<file path="src/rtl/sorter_pkg.sv">
// ============================================================================
//  Module   : sorter_pkg
//  Purpose  : Shared types and helpers for the param_sorter block: FSM state
//             encoding, fixed-latency formula and the element compare used by
//             the selection pass.
//  Revision : 1.0  initial parametrised release
// ============================================================================
`default_nettype none

package sorter_pkg;

  typedef enum logic [2:0] {
    IDLE     = 3'd0,
    OUT_RD   = 3'd1,
    OUT_WAIT = 3'd2,
    IN_WAIT  = 3'd3,
    IN_CMP   = 3'd4,
    SWAP_A   = 3'd5,
    SWAP_B   = 3'd6
  } state_t;

  // Cycles from the start-accept edge to the edge that raises ready.
  function automatic int sort_latency(input int depth);
    return 4 * (depth - 1) + depth * (depth - 1);
  endfunction

  // Returns 1 when cand must replace best. Strict compare, so ties keep the
  // earlier index. Operands arrive zero-extended to 64 bits; for signed
  // operation the bits above width are refilled from the element sign bit.
  function automatic logic cmp_better(input logic [63:0] cand,
                                      input logic [63:0] best,
                                      input logic        desc,
                                      input logic        is_signed,
                                      input int          width);
    logic [63:0] c_x;
    logic [63:0] b_x;
    logic        lt;
    logic        gt;
    c_x = cand;
    b_x = best;
    if (is_signed) begin
      for (int k = 0; k < 64; k++) begin
        if (k >= width) begin
          c_x[k] = cand[width-1];
          b_x[k] = best[width-1];
        end
      end
      lt = $signed(c_x) < $signed(b_x);
      gt = $signed(c_x) > $signed(b_x);
    end else begin
      lt = c_x < b_x;
      gt = c_x > b_x;
    end
    return desc ? gt : lt;
  endfunction

endpackage

`default_nettype wire

</file>
<file path="src/rtl/sorter_ram.sv">
// ============================================================================
//  Module   : sorter_ram
//  Purpose  : DEPTH x DATA_W single-clock RAM, one write port and one
//             registered read port (read-before-write on a shared address).
//             The array has no reset.
//  Ports    : clk            clock
//             we/waddr/wdata write port
//             raddr          read address, sampled every edge
//             rdata          registered read data
//  Revision : 1.0  initial release
// ============================================================================
`default_nettype none

module sorter_ram #(
  parameter  int DATA_W = 8,
  parameter  int DEPTH  = 8,
  localparam int ADDR_W = $clog2(DEPTH)
) (
  input  logic              clk,
  input  logic              we,
  input  logic [ADDR_W-1:0] waddr,
  input  logic [DATA_W-1:0] wdata,
  input  logic [ADDR_W-1:0] raddr,
  output logic [DATA_W-1:0] rdata
);

  logic [DATA_W-1:0] r_mem [DEPTH];
  logic [DATA_W-1:0] r_rdata;

  always_ff @(posedge clk) begin
    if (we) begin
      r_mem[waddr] <= wdata;
    end
    r_rdata <= r_mem[raddr];
  end

  assign rdata = r_rdata;

endmodule

`default_nettype wire

</file>
<file path="src/rtl/param_sorter.sv">
// ============================================================================
//  Module   : param_sorter
//  Purpose  : In-place selection sorter over an internal RAM. The host loads
//             data while ready=1, pulses start, waits for ready, reads back.
//  Ports    : clk, nrst (async active-low)
//             start, desc       begin sort / direction (latched on accept)
//             wr, addr, datain  host write / read address
//             dataout           host read data, 1-cycle latency
//             ready             1 = idle, host owns memory
//             swap_count        only with SORTER_SWAP_COUNT_EN defined
//  Options  : `define SORTER_SWAP_COUNT_EN adds the swap_count output.
//  Revision : 1.0  initial parametrised release
// ============================================================================
`default_nettype none

module param_sorter
  import sorter_pkg::*;
#(
  parameter  int DATA_W = 8,
  parameter  int DEPTH  = 8,
  parameter  int SIGNED = 0,
  localparam int ADDR_W = $clog2(DEPTH)
) (
  input  logic              clk,
  input  logic              nrst,
  input  logic              start,
  input  logic              desc,
  input  logic              wr,
  input  logic [ADDR_W-1:0] addr,
  input  logic [DATA_W-1:0] datain,
  output logic [DATA_W-1:0] dataout,
`ifdef SORTER_SWAP_COUNT_EN
  output logic [ADDR_W-1:0] swap_count,
`endif
  output logic              ready
);

  localparam logic [ADDR_W-1:0] C_ONE    = ADDR_W'(1);
  localparam logic [ADDR_W-1:0] C_LAST   = ADDR_W'(DEPTH - 1);
  localparam logic [ADDR_W-1:0] C_LAST_I = ADDR_W'(DEPTH - 2);

  state_t            r_state, w_state_nxt;
  logic [ADDR_W-1:0] r_i, w_i_nxt;
  logic [ADDR_W-1:0] r_j, w_j_nxt;
  logic [ADDR_W-1:0] r_best_idx, w_best_idx_nxt;
  logic [DATA_W-1:0] r_best, w_best_nxt;
  logic [DATA_W-1:0] r_cur, w_cur_nxt;
  logic [DATA_W-1:0] r_hold, w_hold_nxt;
  logic              r_desc, w_desc_nxt;
  logic              r_host_sel, w_host_sel_nxt;
  logic              w_accept;
  logic              w_better;

  logic              w_ram_we;
  logic [ADDR_W-1:0] w_ram_waddr;
  logic [DATA_W-1:0] w_ram_wdata;
  logic [ADDR_W-1:0] w_ram_raddr;
  logic [DATA_W-1:0] w_ram_rdata;

  sorter_ram #(
    .DATA_W (DATA_W),
    .DEPTH  (DEPTH)
  ) u_ram (
    .clk   (clk),
    .we    (w_ram_we),
    .waddr (w_ram_waddr),
    .wdata (w_ram_wdata),
    .raddr (w_ram_raddr),
    .rdata (w_ram_rdata)
  );

  assign w_better = cmp_better(64'(w_ram_rdata), 64'(r_best), r_desc,
                               SIGNED != 0, DATA_W);

  // The RAM read register is shared with the FSM. While r_host_sel is set it
  // holds the last host read; otherwise r_hold carries the value dataout had
  // when the sort was accepted (or 0 after reset), so dataout never moves
  // while busy.
  assign dataout = r_host_sel ? w_ram_rdata : r_hold;
  assign ready   = (r_state == IDLE);

  always_ff @(posedge clk or negedge nrst) begin
    if (!nrst) begin
      r_state    <= IDLE;
      r_i        <= '0;
      r_j        <= '0;
      r_best_idx <= '0;
      r_best     <= '0;
      r_cur      <= '0;
      r_hold     <= '0;
      r_desc     <= 1'b0;
      r_host_sel <= 1'b0;
    end else begin
      r_state    <= w_state_nxt;
      r_i        <= w_i_nxt;
      r_j        <= w_j_nxt;
      r_best_idx <= w_best_idx_nxt;
      r_best     <= w_best_nxt;
      r_cur      <= w_cur_nxt;
      r_hold     <= w_hold_nxt;
      r_desc     <= w_desc_nxt;
      r_host_sel <= w_host_sel_nxt;
    end
  end

  always_comb begin
    w_state_nxt    = r_state;
    w_i_nxt        = r_i;
    w_j_nxt        = r_j;
    w_best_idx_nxt = r_best_idx;
    w_best_nxt     = r_best;
    w_cur_nxt      = r_cur;
    w_hold_nxt     = r_hold;
    w_desc_nxt     = r_desc;
    w_host_sel_nxt = r_host_sel;
    w_accept       = 1'b0;
    w_ram_we       = 1'b0;
    w_ram_waddr    = addr;
    w_ram_wdata    = datain;
    w_ram_raddr    = addr;

    case (r_state)
      IDLE: begin
        if (start) begin
          // start wins over a same-cycle write, which is dropped
          w_accept       = 1'b1;
          w_desc_nxt     = desc;
          w_i_nxt        = '0;
          w_hold_nxt     = dataout;
          w_host_sel_nxt = 1'b0;
          w_state_nxt    = OUT_RD;
        end else begin
          // reads every idle cycle; a same-address write returns old data
          w_ram_we       = wr;
          w_host_sel_nxt = 1'b1;
        end
      end
      OUT_RD: begin
        w_ram_raddr = r_i;
        w_state_nxt = OUT_WAIT;
      end
      OUT_WAIT: begin
        w_best_nxt     = w_ram_rdata;
        w_cur_nxt      = w_ram_rdata;
        w_best_idx_nxt = r_i;
        w_j_nxt        = r_i + C_ONE;
        w_ram_raddr    = r_i + C_ONE;
        w_state_nxt    = IN_WAIT;
      end
      IN_WAIT: begin
        // re-issuing the same address keeps mem[j] on the read register
        w_ram_raddr = r_j;
        w_state_nxt = IN_CMP;
      end
      IN_CMP: begin
        if (w_better) begin
          w_best_nxt     = w_ram_rdata;
          w_best_idx_nxt = r_j;
        end
        if (r_j == C_LAST) begin
          w_state_nxt = SWAP_A;
        end else begin
          w_j_nxt     = r_j + C_ONE;
          w_ram_raddr = r_j + C_ONE;
          w_state_nxt = IN_WAIT;
        end
      end
      SWAP_A: begin
        w_ram_we    = (r_best_idx != r_i);
        w_ram_waddr = r_best_idx;
        w_ram_wdata = r_cur;
        w_state_nxt = SWAP_B;
      end
      SWAP_B: begin
        w_ram_we    = (r_best_idx != r_i);
        w_ram_waddr = r_i;
        w_ram_wdata = r_best;
        if (r_i == C_LAST_I) begin
          w_state_nxt = IDLE;
        end else begin
          w_i_nxt     = r_i + C_ONE;
          w_state_nxt = OUT_RD;
        end
      end
      default: begin
        w_state_nxt = IDLE;
      end
    endcase
  end

`ifdef SORTER_SWAP_COUNT_EN
  logic [ADDR_W-1:0] r_swap_cnt;

  always_ff @(posedge clk or negedge nrst) begin
    if (!nrst) begin
      r_swap_cnt <= '0;
    end else if (w_accept) begin
      r_swap_cnt <= '0;
    end else if (r_state == SWAP_A && r_best_idx != r_i) begin
      r_swap_cnt <= r_swap_cnt + C_ONE;
    end
  end

  assign swap_count = r_swap_cnt;
`endif

endmodule

`default_nettype wire

</file>
<file path="config.mk">
export PLATFORM = sky130hd
export DESIGN_NAME = param_sorter
export DESIGN_NICKNAME = d
export VERILOG_FILES = /design/src/rtl/sorter_pkg.sv /design/src/rtl/sorter_ram.sv /design/src/rtl/param_sorter.sv
export SDC_FILE = /design/constraint.sdc
export NUM_CORES = 1
export LEC_CHECK = 0
export CAP_MARGIN = 40
export CORE_ASPECT_RATIO = 1.75
export CORE_MARGIN = 2
export CORE_UTILIZATION = 35
export CTS_CLUSTER_SIZE = 8
export DETAILED_ROUTE_END_ITERATION = 7
export GPL_ROUTABILITY_DRIVEN = 0
export SKIP_CTS_REPAIR_TIMING = 1
export SLEW_MARGIN = 20
export SYNTH_ARGS = -nofsm -noshare
export SYNTH_HDL_FRONTEND = slang
export SYNTH_SLANG_ARGS = --single-unit
</file>
<file path="constraint.sdc">
create_clock -name clk -period 3 [get_ports clk]
set_input_delay 0.6 -clock clk [delete_from_list [all_inputs] [get_ports clk]]
set_output_delay 0.6 -clock clk [all_outputs]
set_load 0.02 [all_outputs]
</file>
### Word level (Yosys, flattened, before mapping)

Memory sizes are Yosys's and may differ from the RTL's. A register that Yosys moved wholly into a read port is not among the register bits.
Index checks and enable logic that the tools add are counted.

| word-level totals | value |
|---|---|
| word-level logic and storage cells | 59 |
| register bits | 38 |
| memories | 1 |
| memory bits (writable) | 64 |
| output and inout port bits | 9 |

| operators by class | value |
|---|---|
| $add $sub $neg | 2 |
| equal/unequal tests | 13 |
| muxes and demuxes | 24 |
| reductions and logical operators | 8 |
| $lt $le $gt $ge | 2 |

Memory list:

| memory | depth | width | rd ports | clocked after memory_dff | write ports | RTL line | RTL |
|---|---|---|---|---|---|---|---|
| u_ram.r_mem | 8 | 8 | 1 | 1 | 1 | sorter_ram.sv:27 | `logic [DATA_W-1:0] r_mem [DEPTH];` |

Operators with widths:

| operator | number |
|---|---|
| $pmux W8 S2 | 2 |
| $pmux W3 S2 | 4 |
| $mux W3 | 7 |
| $pmux W3 S7 | 1 |
| $mux W8 | 2 |
| $eq A3 B3 Y1 const B | 5 |
| $pmux W3 S4 | 1 |
| $gt A8 B8 Y1 | 1 |
| $lt A8 B8 Y1 | 1 |
| $ne A2 B2 Y1 const B | 4 |
| $add A3 B1 Y3 const B | 2 |
| $eq A3 B2 Y1 const B | 2 |
| $mux W1 | 6 |
| $reduce_and A2 Y1 | 3 |
| $reduce_bool A2 Y1 | 2 |
| $eq A3 B1 Y1 const B | 1 |
| $logic_not A3 Y1 | 1 |
| $ne A3 B3 Y1 | 1 |
| $reduce_and A3 Y1 | 1 |
| $pmux W1 S2 | 1 |
| $reduce_or A2 Y1 | 1 |

### Logic depth before layout (Yosys ltp)

Gate-level depths: netlist of the first run.

| logic depth | value |
|---|---|
| depth after elaboration | 5 |
| gate-level depth with buffers | 10 |
| depth with buffers taken out | 8 |

### Cells and area by module

From an unflattened synthesis of the first run, not the netlist that was laid out.

| second synthesis, totals | value |
|---|---|
| cells, all modules | 420 |
| area, all modules | 5256.3 um^2 |

By module, submodules not included:

| module | area each (um^2) | cells an instance | seq. area each (um^2) | times used |
|---|---|---|---|---|
| sorter_ram | 2691.3 | 114 | 2082.0 | 1 |
| param_sorter | 2565.0 | 306 | 950.9 | 1 |

### Worst setup path after synthesis of the first run

No wires, ideal clock.

| timing path | value |
|---|---|
| path type | register to register |
| start | register r_i[0] |
| end | register u_ram.r_rdata[0], in the netlist u_ram.rdata[0], read port of u_ram.r_mem |
| stages on the path, launching flop included | 11 |
| arrival | 2.359 ns |
| setup slack | 0.515 ns |
| buffers on the path | 3 |
| cell sequence | dfrtp_1 clkbuf_1 inv_1 ha_1 inv_1 mux4_2 mux2_2 buf_4 buf_2 a211oi_1 a211oi_1 |

| on the way | value |
|---|---|
| word-level cells in the longest chain between the ends | 2 |

RTL lines:

| element | RTL line | RTL |
|---|---|---|
| start: declaration | param_sorter.sv:43 | `logic [ADDR_W-1:0] r_i, w_i_nxt;` |
| start signal: assignment | param_sorter.sv:95 | `r_i <= w_i_nxt;` |
| $add A3 B1 Y3 | param_sorter.sv:147 | `w_ram_raddr = r_i + C_ONE;` |
| $pmux W3 S4 * | param_sorter.sv:122 | `case (r_state)` |
| end: declaration | sorter_ram.sv:28 | `logic [DATA_W-1:0] r_rdata;` |

Mark *: on every way between the ends. The rest lies on a longest branch, timed or not.
A chain may end at the register's enable or synchronous reset.

### Worst setup path after layout of the first run

| timing path | value |
|---|---|
| start | register r_j[1] |
| end | register u_ram.r_rdata[3], in the netlist u_ram.rdata[3], read port of u_ram.r_mem |

| on the way | value |
|---|---|
| word-level cells in the longest chain between the ends | 3 |
| elaborated cells between the ends (all ways) | 4 |
| those cells by class | add/sub: 1; eq/ne: 1; mux: 2 |

RTL lines:

| element | RTL line | RTL |
|---|---|---|
| start: declaration | param_sorter.sv:44 | `logic [ADDR_W-1:0] r_j, w_j_nxt;` |
| start signal: assignment | param_sorter.sv:96 | `r_j <= w_j_nxt;` |
| $add A3 B1 Y3 or $eq A3 B3 Y1 (tied branches) | param_sorter.sv:164, param_sorter.sv:160 |  |
| $mux W3 | param_sorter.sv:160 | `if (r_j == C_LAST) begin` |
| $pmux W3 S4 * | param_sorter.sv:122 |  |

Marks and branches as above.

==> impl_metrics.ini, run 1 <==
[run_status]
outcome = finished clean

[timing]
fin_tns_setup_ns = 0
period_share_pct = 95.8
layout_min_cycle_time_ns = 2.88
rsz0062_at_grt = no
worst_pin_slew_ns = 0.720
slew-limit-headroom_pct = 52.0
fin_skew_ns = 0.0132
hold_viol_final = 0
setup_viol = 0
fmax_mhz = 348
slew_violations = 0

[critical_path]
crit_path_start_kind = flop
timing_worst_setup_path_type = flop to flop
r2r_cells = 8
worstPathRequired_ns = 3.23
cp-end-kind = flop
cp.arrival_ns = 3.10
crit_fanout = 30
r2r_slack_ns = 0.12

[drt]
drt-wirelength-per-cell_um = 17.3
drc = 0
route.vias.total = 3643
vias_per_cell = 5.35
first_pass_iters = 5
drt_iter0_markers = 176
ant_nets = 0
drt_wl_total_um = 11800

[synth]
synth_seq_cells = 110
ys_types = 48
synth_nets = 493
synthCells = 464
synth.yosys.seq_area_share_pct = 57.1
async_reset_ff_share_pct = 34.5
synth.avg_cell_area_um2 = 11.4
ys.warnings.count = 0
synth-edff-count = 64
ys.flop_type = edfxtp_1
syn_area_um2 = 5310

[finish]
fill_cells = 1376
layout-drive-gt1-share_pct = 16.1
final_area_um2 = 6150
area_delta_synth_final_pct = 15.8
final_cells = 681
antenna_cells = 0
nNetsFinal = 522

[power_and_ir_drop]
power_report.internal_total_uw = 4120
sw_frac_of_total_pct = 39.8
p_sw_uw = 2720
power_frac_comb_pct = 47.3
total_power_uw = 6840
p_seq_share_pct = 34.8
pwr-share-clk_pct = 17.9
irDropWorstVdd_mv = 0.393
leakagePower_uw = 0.00235
power_density_nw_per_um2 = 1110

[cts]
cts.sink_count = 110
root_buffer = clkbuf_16
clockBufferDepth = 2
clock_latency_ns = 0.35
path_clk_slew_ns = 0.08
cts_htree_levels = 3
cts_tree = yes
numCtsBuffers = 9

[place]
portBuffers = 24
hpwl_um = 8790
dp_cells = 665
place_area_um2 = 5830

[global_route]
grt_pass1_wl_um = 19300
antenna_found_initial = 0
global_route.usage.total_pct = 14.9
grt_max_degree = 42
overflow = 0
grt_pass1_vias = 3713

[die]
initial_core_util_pct = 35.8
die_h_um = 167
core_um2 = 14800
die_w_um = 97.1
rows = 59
die_area_um2 = 16200
ios = 25

[flow_run]
drv_cap = 0

[worst_hold_path]
min_path_type = input pin to asynchronous set/reset pin
[worst max-delay path, cell delays in order, from the launching register on]
cell,delay (ns)
dfrtp_1,0.43
ha_1,0.24
ha_1,0.19
nor3_1,0.29
mux2_2,0.39
mux2_2,0.53
buf_4,0.27
a211oi_1,0.31
a211oi_1,0.10
[state kept, by name (all words and copies together) (netlist names)]
| name | flops |
|---|---|
| r_best_idx | 3 |
| r_state | 3 |
| r_desc | 1 |
| r_j | 3 |
| r_host_sel | 1 |
| r_best | 8 |
| r_i | 3 |
| u_ram.rdata | 8 |
| r_hold | 8 |
| u_ram.r_mem | 64 |
| r_cur | 8 |
[stage by stage]
step	hold slack (ns)	worst slack [ns]	util, %
CTS	0.102	0.127	41.4
detailed placement	0.463	0.148	39.3
global placement	0.454	0.193	39.1
floorplan	0.304	0.515	-
global route	0.116	0.000840	41.4
finish	0.107	0.125	41.4
[Yosys cell counts, types with 4 or more instances]
cell      instances  share of area [%]
a21oi_1          16                1.5
o22ai_1          21                2.5
buf_2             8               0.75
nor3_1            4               0.38
clkbuf_1         15                1.1
nor2b_1          10                1.2
a211oi_1         16                2.3
mux2i_1          11                2.1
mux2_2           31                6.6
inv_1            21                1.5
dfrtp_1          38                 18
nand2_1          46                3.3
a31oi_1          12                1.4
dfxtp_1           8                3.0
a31o_2            4               0.66
mux2_1            8                1.7
a21o_1            7               0.99
nand2b_1          4               0.47
ha_1             13                3.1
o21ai_0          27                2.5
buf_1             4               0.28
edfxtp_1         64                 36
nor2_1           30                2.1
nand3_1          11                1.0
[worst paths after layout]
check,startpoint,to
max,r_j[1],u_ram.rdata[3]
min,nrst,r_best_idx[1]
max reg2reg,r_j[1],u_ram.rdata[3]
min reg2reg,r_hold[2],r_hold[2]
max in group asynchronous,nrst,r_best[3]
min in group clk,r_hold[2],r_hold[2]
[placed cells by master (no fill, tap or decap), types with 3 or more instances in the layout]
master           count
nand4_1              3
edfxtp_1            64
a21o_1               7
nor3_1               4
o21ai_0             27
or3_1                3
buf_4               22
nand2b_1             4
nand3_1             11
mux2i_1             11
a31o_2               4
nand2_1             46
nor2_1              30
dfxtp_1              8
clkdlybuf4s50_1     23
a31oi_1             12
o22ai_1             21
dfrtp_1             38
nor2b_1             10
mux2_2              31
ha_1                13
xnor2_1              3
mux2_1               8
clkbuf_16            9
inv_1               21
clkinv_8             3
a211oi_1            16
a21oi_1             16
[layout make-up]
cell class | count | area [um2] | area share [%]
Multi-Input combinational cell | 303 | 2060 | 33.6
Sequential cell | 110 | 3030 | 49.3
Inverter | 22 | 82.6 | 1.34
Tap cell | 183 | 229 | 3.73
Timing Repair Buffer | 47 | 420 | 6.84
Clock inverter | 7 | 93.8 | 1.53
Clock buffer | 9 | 225 | 3.66
[power groups by stage]
stage / clock network [uW] / logic [uW] / registers (uW)
2_1_floorplan: 0 / 2450 / 2280
6_report: 1220 / 3230 / 2380
3_5_place_dp: 0 / 3240 / 2410
4_1_cts: 1260 / 3260 / 2380
5_1_grt: 1310 / 3580 / 2430
3_3_place_gp: 0 / 3140 / 2410
[kinds of logic after synthesis]
family / Yosys count / synth area share, %
fa+ha+maj: 13 / 3.06
xor+xnor: 4 / 0.660
compound gates: 119 / 14.5
flops: 110 / 57.1
mux: 51 / 10.8
simple gates: 116 / 9.85
buf+inv: 51 / 4.01
[layer usage]
layer	track usage, %	vias to the layer above	wire, um
met5	0	-	0
met3	2.60	14	255
met1	16.4	1799	4760
li1	-	1775	-
met4	6.37	0	242
met2	27.7	55	6510
(Power assumes the default switching activity.)
==> inputs of run 2 (changes only) <==
Settings changed: PLACE_DENSITY set to 0.5, REMOVE_ABC_BUFFERS set to 1.
==> run 2 against run 1 <==
Against the previous run: clock power about the same; sequential share of layout area decreased by 0.16 points; register-to-register slack improved by 0.15 ns; global-route usage increased by 0.85 points; largest power group unchanged; non-clock buffer count increased by 2; final cell count increased by 0.29%; critical path type unchanged; hold slack improved by 0.014 ns.
==> impl_metrics.ini, run 2 (synthesis results as in run 1) <==
[run_status]
outcome = finished clean

[cts]
clock_latency_ns = 0.35
cts_htree_levels = 3
cts_tree = yes
path_clk_slew_ns = 0.07
numCtsBuffers = 9
root_buffer = clkbuf_16
cts.sink_count = 110
clockBufferDepth = 2

[critical_path]
r2r_slack_ns = 0.28
timing.rr.start = r_j[1]
timing_worst_setup_path_type = flop to flop
r2r_cells = 8
cp.arrival_ns = 2.93
cp-end-kind = flop
worstPathRequired_ns = 3.21
r2r_end = u_ram.rdata[1]
crit_fanout = 25
crit_path_start_kind = flop

[global_route]
grt_max_degree = 39
antenna_found_initial = 0
overflow = 0
global_route.usage.total_pct = 15.7
grt_pass1_wl_um = 20000
grt_pass1_vias = 3726

[finish]
multi_input_area_um2 = 2070
largest_reg_flops = 64
area_delta_synth_final_pct = 16.2
fill_cells = 1415
nNetsFinal = 524
antenna_cells = 0
largest_register = u_ram.r_mem
seq_area_um2 = 3030
final_cell_mix = edfxtp_1 (64), nand2_1 (46), dfrtp_1 (38), mux2_2 (31), nor2_1 (30)
final_common_cell = edfxtp_1
layout-drive-gt1-share_pct = 16.6

[timing]
fin_tns_setup_ns = 0
rsz0062_at_grt = no
fmax_mhz = 367
layout_min_cycle_time_ns = 2.72
setup_viol = 0
period_share_pct = 90.7
setup_ws_ns = 0.278
slew_violations = 0
worst_pin_slew_ns = 0.659
slew-limit-headroom_pct = 56.1
fin_skew_ns = 0.0127
hold_viol_final = 0

[drt]
ant_nets = 0
drt_wl_total_um = 12200
drc = 0
route.vias.total = 3643
drt-wirelength-per-cell_um = 17.9
drt_iter0_markers = 125
first_pass_iters = 4
vias_per_cell = 5.33

[die]
rows = 59
die_h_um = 167
die_area_um2 = 16200
ios = 25
core_um2 = 14800
die_w_um = 97.1
initial_core_util_pct = 35.8

[place]
pre_cts_ws_ns = 0.127
portBuffers = 24
hpwl_um = 8790

[power_and_ir_drop]
leakagePower_uw = 0.00236
power_density_nw_per_um2 = 1120
irDropWorstVdd_mv = 0.313

[worst_hold_path]
min_path_type = input pin to asynchronous set/reset pin

[flow_run]
drv_cap = 0
[run 2: how the worst max path moves through the flow]
stage,endpoint,depth (start not counted),startpoint,slack [ns]
after floorplan,u_ram.rdata[2],6,r_state[0],0.05
after global placement,u_ram.rdata[0],6,addr[1],0.18
after detailed placement,u_ram.rdata[4],6,addr[1],0.13
after CTS,ready,3,r_state[1],0.16
after global routing,u_ram.rdata[4],8,r_j[1],0.13
final,u_ram.rdata[1],8,r_j[1],0.28
[run 2: worst max-delay path, cell delays in order, from the launching register on]
cell and delay [ns]:
dfrtp_1 0.42, ha_1 0.23, ha_1 0.19, nor3_1 0.24, mux2_2 0.38, mux2_2 0.50, mux2_1 0.40, o22ai_1 0.15
a211oi_1 0.07
[run 2: where the power goes]
part	switching [uW]	total, uW	internal (uW)
sequential	288	2400	2110
combinational	1870	3320	1440
clock	599	1200	598
total	2760	6910	4150
[run 2: final cells by class]
cell class,count,area share [%]
tap,183,3.71
clock buffer,9,3.65
inverter,22,1.34
multi-input combinational,303,33.5
clock inverter,7,1.32
timing repair buffer,49,7.26
sequential,110,49.2
[run 2: per-stage QoR]
step	utilization, %	instance area [um2]	total power [uW]	cells	hold slack, ns
global route	41.6	6170	7430	683	0.141
finish	41.6	6170	6910	683	0.121
global placement	39.3	5830	5710	666	0.454
CTS	41.5	6160	6980	683	0.120
floorplan	-	5180	4580	435	0.304
detailed placement	39.5	5850	5770	667	0.463
[run 2: routing by layer]
metal / wire length [um] / up-vias / part of all wire [%] / global-route usage [%]
met1: 5370 / 1799 / 44 / 19.5
met5: 0 / - / 0 / 0
met3: 220 / 12 / 1.8 / 2.27
met4: 206 / 0 / 1.7 / 5.27
met2: 6440 / 56 / 53 / 28.0
li1: - / 1776 / - / -
